File: src/rtl/dma_pkg.sv
// Shared types and constants for the multi-channel DMA engine: FSM states,
// descriptor increment-bit positions and the system memory map.
package dma_pkg;

    typedef enum logic [1:0] {
        IDLE = 2'd0,
        RD   = 2'd1,
        CAP  = 2'd2,
        WR   = 2'd3
    } dma_state_t;

    localparam int INCR_SRC = 0;
    localparam int INCR_DST = 1;

    // System memory map: two I/O port windows followed by RAM.
    localparam int IO1_BASE = 0;
    localparam int IO1_LAST = 31;
    localparam int IO2_BASE = 32;
    localparam int IO2_LAST = 63;
    localparam int RAM_BASE = 64;

endpackage

File: src/rtl/dma_rr_arbiter.sv
// Round-robin channel picker: the search starts at the channel after the last
// one served and returns a one-hot grant plus its binary index.
module dma_rr_arbiter #(
    parameter  int CHANNELS = 4,
    localparam int CH_W     = $clog2(CHANNELS)
) (
    input  logic                clk,
    input  logic                reset,
    input  logic [CHANNELS-1:0] req,
    input  logic                advance,
    output logic [CHANNELS-1:0] grant,
    output logic [CH_W-1:0]     idx
);

    logic [CH_W-1:0] ptr;
    logic [CH_W-1:0] cand;
    logic            found;

    always_comb begin
        grant = '0;
        idx   = '0;
        cand  = '0;
        found = 1'b0;
        for (int i = 0; i < CHANNELS; i++) begin
            cand = CH_W'((int'(ptr) + i) % CHANNELS);
            if (!found && req[cand]) begin
                found       = 1'b1;
                grant[cand] = 1'b1;
                idx         = cand;
            end
        end
    end

    always_ff @(posedge clk) begin
        if (reset) begin
            ptr <= '0;
        end else if (advance) begin
            ptr <= (idx == CH_W'(CHANNELS - 1)) ? '0 : idx + CH_W'(1);
        end
    end

endmodule

File: src/rtl/dma_multichannel.sv
// Multi-channel DMA engine: per-channel descriptors served one word at a time
// in round-robin order over a shared bus, with a done pulse per channel.
module dma_multichannel
    import dma_pkg::*;
#(
    parameter  int DW       = 32,
    parameter  int AW       = 32,
    parameter  int CHANNELS = 4,
    parameter  int LEN_W    = 6,
    localparam int CH_W     = $clog2(CHANNELS)
) (
    input  logic                clk,
    input  logic                reset,
    input  logic                cfg_we,
    input  logic [CH_W-1:0]     cfg_chan,
    input  logic [AW-1:0]       cfg_src,
    input  logic [AW-1:0]       cfg_dst,
    input  logic [LEN_W-1:0]    cfg_len,
    input  logic [1:0]          cfg_incr,
    output logic                cfg_err,
    output logic [CHANNELS-1:0] busy,
    output logic [CHANNELS-1:0] done,
    output logic                bus_req,
    input  logic                bus_gnt,
    output logic [AW-1:0]       bus_addr,
    output logic                bus_rd,
    output logic                bus_wr,
    output logic [DW-1:0]       bus_wdata,
    input  logic [DW-1:0]       bus_rdata
);

    function automatic logic [AW-1:0] step_addr(input logic [AW-1:0] addr, input logic en);
        return en ? addr + AW'(1) : addr;
    endfunction

    logic [AW-1:0]       src_q  [CHANNELS];
    logic [AW-1:0]       dst_q  [CHANNELS];
    logic [LEN_W-1:0]    len_q  [CHANNELS];
    logic [1:0]          incr_q [CHANNELS];

    logic [CHANNELS-1:0] busy_q;
    logic [CHANNELS-1:0] done_q;
    logic [CHANNELS-1:0] set_mask;
    logic [CHANNELS-1:0] clr_mask;
    logic [CHANNELS-1:0] arb_grant;
    logic [CH_W-1:0]     arb_idx;
    logic [CH_W-1:0]     cur_ch;
    logic                cfg_err_q;
    logic                chan_ok;
    logic                accept;
    logic                last_word;
    logic                advance;
    logic [DW-1:0]       word_p0;
    dma_state_t          state;
    dma_state_t          state_nx;

    dma_rr_arbiter #(.CHANNELS(CHANNELS)) u_arb (
        .clk     (clk),
        .reset   (reset),
        .req     (busy_q),
        .advance (advance),
        .grant   (arb_grant),
        .idx     (arb_idx)
    );

    // A busy channel stays busy through its final WR cycle, so a write landing
    // on that cycle is rejected rather than silently replacing the descriptor.
    assign chan_ok   = ({1'b0, cfg_chan} < (CH_W + 1)'(CHANNELS));
    assign accept    = cfg_we && chan_ok && (cfg_len != '0) && !busy_q[cfg_chan];
    assign last_word = (state == WR) && (len_q[cur_ch] == LEN_W'(1));

    always_comb begin
        set_mask = '0;
        clr_mask = '0;
        if (accept) begin
            set_mask[cfg_chan] = 1'b1;
        end
        if (last_word) begin
            clr_mask[cur_ch] = 1'b1;
        end
    end

    always_ff @(posedge clk) begin
        if (reset) begin
            for (int i = 0; i < CHANNELS; i++) begin
                src_q[i]  <= '0;
                dst_q[i]  <= '0;
                len_q[i]  <= '0;
                incr_q[i] <= '0;
            end
        end else begin
            if (accept) begin
                src_q[cfg_chan]  <= cfg_src;
                dst_q[cfg_chan]  <= cfg_dst;
                len_q[cfg_chan]  <= cfg_len;
                incr_q[cfg_chan] <= cfg_incr;
            end
            if (state == WR) begin
                src_q[cur_ch] <= step_addr(src_q[cur_ch], incr_q[cur_ch][INCR_SRC]);
                dst_q[cur_ch] <= step_addr(dst_q[cur_ch], incr_q[cur_ch][INCR_DST]);
                len_q[cur_ch] <= len_q[cur_ch] - LEN_W'(1);
            end
        end
    end

    always_ff @(posedge clk) begin
        if (reset) begin
            state     <= IDLE;
            busy_q    <= '0;
            done_q    <= '0;
            cfg_err_q <= 1'b0;
            cur_ch    <= '0;
        end else begin
            state     <= state_nx;
            busy_q    <= (busy_q & ~clr_mask) | set_mask;
            done_q    <= clr_mask;
            cfg_err_q <= cfg_we && !accept;
            if (advance) begin
                cur_ch <= arb_idx;
            end
        end
    end

    // CAP stage: the memory's registered read data is valid in this cycle.
    always_ff @(posedge clk) begin
        if (state == CAP) begin
            word_p0 <= bus_rdata;
        end
    end

    always_comb begin
        state_nx  = state;
        advance   = 1'b0;
        bus_addr  = '0;
        bus_rd    = 1'b0;
        bus_wr    = 1'b0;
        bus_wdata = '0;
        case (state)
            IDLE: begin
                if (bus_gnt && (|arb_grant)) begin
                    advance  = 1'b1;
                    state_nx = RD;
                end
            end
            RD: begin
                bus_addr = src_q[cur_ch];
                bus_rd   = 1'b1;
                state_nx = CAP;
            end
            CAP: begin
                state_nx = WR;
            end
            WR: begin
                bus_addr  = dst_q[cur_ch];
                bus_wr    = 1'b1;
                bus_wdata = word_p0;
                state_nx  = IDLE;
            end
            default: begin
                state_nx = IDLE;
            end
        endcase
    end

    assign busy    = busy_q;
    assign done    = done_q;
    assign cfg_err = cfg_err_q;
    assign bus_req = |busy_q;

endmodule

File: config.mk
export PLATFORM = sky130hd
export DESIGN_NAME = dma_multichannel
export DESIGN_NICKNAME = d
export VERILOG_FILES = /design/src/rtl/dma_pkg.sv /design/src/rtl/dma_rr_arbiter.sv /design/src/rtl/dma_multichannel.sv
export SDC_FILE = /design/constraint.sdc
export NUM_CORES = 1
export LEC_CHECK = 0
export BUFFER_PORTS_ARGS = -buffer_cell sky130_fd_sc_hd__clkbuf_2
export CAP_MARGIN = 10
export CORE_ASPECT_RATIO = 1.75
export CORE_MARGIN = 5
export CORE_UTILIZATION = 54
export CTS_CLUSTER_DIAMETER = 40
export CTS_CLUSTER_SIZE = 28
export DETAILED_ROUTE_END_ITERATION = 7
export PLACE_DENSITY = 0.77
export SETUP_SLACK_MARGIN = 0.1
export SLEW_MARGIN = 30
export SYNTH_ARGS = -nofsm -noshare
export SYNTH_HDL_FRONTEND = slang
export SYNTH_SLANG_ARGS = --single-unit
File: constraint.sdc
create_clock -name clk -period 4 [get_ports clk]
set_input_delay 0.8 -clock clk [delete_from_list [all_inputs] [get_ports clk]]
set_output_delay 0.8 -clock clk [all_outputs]
set_load 0.01 [all_outputs]
==> metrics <==
IO buf count=roughly 190; post-CTS resize count=0; CP required=about 4300 ps; row count=between 80 and 90; status=complete, no violations; Data arrival, critical path=~3600 ps; Synthesis Warnings=0; postcts setup bufs=0; GRT Total Usage=0.275; global-route wire length before repair=roughly 77000 µm; Synth Register Bits=approximately 340; unrepaired setup endpoints after global routing=false; EDFF count, synth=320; Fin Setup TNS=0 ps; total die area=between 30000 and 40000 µm²; GRT overflow=0; clk_skew=about 18 ps; Power Density=about 460 nW/µm²; clock sinks=~340; Leakage=between 7 and 8 nW; fin. max-slew vios=0; minimum clock period=3320 ps; MaxCap Viol Count=0; die extent in y=247 µm; pre-CTS setup slack=463 ps; area added between synthesis and finish=14.4%; critical path start-end classification=flip-flop to flip-flop; DP Cell Count=roughly 2000; placed cell area=roughly 19000 µm²; fmax=301 MHz; GPL Wtd Cong=0.863; Mapped Avg Cell Area=approximately 12 µm²; Finish-stage setup viols=0; multi-input combinational cell area=roughly 7000 µm²; Antenna Nets Post-Route=0; number of global-route vias before repair=13900; Slew HR=0.395; antenna violations before repair=2; final setup margin=between 600 and 700 ps; Design Area, Final=19900 µm²; HPWL Detailed=between 30000 and 40000 µm; Async SR Flop Fraction=0; core box area=around 32000 µm²; largest net degree at the start of global routing=a little over 70; routed len/inst=approximately 25 µm; starting density of the core=0.543; Worst setup EP type=flip-flop; Max clock buf depth=3; routed vias=between 10000 and 15000; crit-path max FO=43; Max IR drop VDD=roughly 0.35 mV; worst-skew pair later-pin latency=roughly 580 ps; total iterations of the first detailed-routing run=6; clock slew at reported path FFs=about 70 ps; Overall Power=around 9 mW; Layout Utilization=0.622; CTS Buf Count=30; crit share post-route=0.831; I/O pins=186; CTS tree=yes; hold slack=approximately 390 ps; H-tree levels=1; Final Hold Viols=0; post-synth cell types=50; Final Non-Filler Cells=2036; initial drt markers=1703; routed vias/inst=~6.6; Slew @ Worst Pin=908 ps; CTS Root Cell=clkbuf_16; Worst Hold Class=input pin to flip-flop; die width=between 100 and 150 µm; Syn Nets=between 1500 and 2000; cts hold-fix bufs=0; Cell Area, Synth=between 15000 and 20000 µm²; post-synthesis sequential area ratio=0.572; CP startpoint kind=flip-flop; # fillers=2489; Post-Syn Instances=~1500; DRT Wirelength=50800 µm; flip-flop and latch area=approximately 10000 µm²; fraction of layout cells with a size suffix above 1=0.233; top_reg_cell synth=edfxtp_1; # DRC=0; Final nets=approximately 1700
-- worst paths after layout --
check	from	to	slack, ps	cells after the start
max	flip-flop	src_q[3][16]	680	8
max reg2reg	flip-flop	src_q[3][16]	680	8
min reg2reg	state[0]	state[0]	560	2
min	bus_rdata[20]	word_p0[20]	390	1
-- area by class of cell --
type | instances | share of cell area
antenna | 1 | 0.000126
timing repair buffer | 220 | 0.0673
clock inverter | 21 | 0.0128
sequential | 337 | 0.500
tap | 400 | 0.0252
clock buffer | 33 | 0.0394
inverter | 15 | 0.00283
multi-input combinational | 1009 | 0.352
-- power by group --
part           total [mW]  internal [mW]  leakage, nW  switching (mW)
clock network        3.05           1.65        0.494            1.40
logic                1.71          0.595         3.15            1.11
registers            4.31           4.20         3.43           0.105
total                9.06           6.45         7.08            2.61
-- cells by family (layout without fill, tap and decap cells) --
group	count (synthesis)	in the layout	share of synthesized area
and+or+nand+nor	509	509	0.140
DFF	337	337	0.572
AOI/OAI and AO/OA	332	332	0.109
buffers and inverters	118	289	0.0296
muxes	86	86	0.105
xor gates and xnor gates	66	66	0.0332
adders and majority gates	16	16	0.0115
other	0	1	0
-- critical path, stage by stage, from the launching register on --
cell     delay (ps)
dfxtp_4         380
buf_12          320
mux4_2          390
ha_1            190
nand4_1         330
nor3_1          700
nand3_1         210
xor2_1          320
o21ai_0         140
-- flip-flops by register name (all words and copies together), names as in the netlist, named ones only --
signal     count
dst_q        128
src_q        128
word_p0       32
len_q         24
incr_q         8
busy           4
done           4
cur_ch         2
state          2
u_arb.ptr      2
cfg_err        1
-- Yosys cell counts (all sizes together) (2+ instances only) --
master    n  area share
edfxtp  320        0.55
nand2   271       0.059
o21ai   238       0.069
clkbuf   82       0.018
mux4     77        0.10
nand3    67       0.020
o22ai    42       0.015
a22o     40       0.020
nor2     40      0.0086
and2     39       0.014
xor2     38       0.019
xnor2    28       0.014
nand4    23      0.0086
buf      21      0.0084
nor3     19      0.0058
dfxtp    17       0.020
ha       16       0.012
inv      15      0.0032
nor4     15       0.010
nand2b    9      0.0032
mux2i     8      0.0046
a21oi     5      0.0014
and3      5      0.0018
or2       4      0.0014
and4      3      0.0015
nor2b     3      0.0011
nor3b     3      0.0016
or4       3      0.0013
nand4b    2      0.0010
o211ai    2     0.00086
or3       2     0.00072
-- layout by cell type (no fill, tap or decap), types with 6 or more instances in the layout --
cell,synthesis,routed
dfxtp_1,17,15
a22o_1,40,40
nand3_1,66,63
nor2_1,40,39
clkbuf_2,0,185
edfxtp_1,320,320
o21ai_0,212,212
o22ai_1,41,41
buf_4,5,23
clkbuf_16,0,31
nor4_1,7,6
xnor2_1,28,28
mux4_2,77,77
ha_1,16,15
buf_12,0,12
o21ai_1,26,26
nand4_1,22,22
mux2i_1,8,8
xor2_1,38,38
and2_1,39,39
nand2_1,271,271
inv_1,15,15
nor3_1,18,15
nand2b_1,9,8
-- routing by layer --
| metal | vias up | wire, µm | track usage | share of wire |
|---|---|---|---|---|
| met2 | 953 | 25900 | 0.480 | 0.51 |
| li1 | 5825 | - | - | - |
| met4 | 4 | 2540 | 0.152 | 0.050 |
| met1 | 6408 | 16700 | 0.316 | 0.33 |
| met5 | - | 27 | 0 | 0.00053 |
| met3 | 180 | 5680 | 0.0590 | 0.11 |
No activity file was read; power rests on OpenSTA's default activity.
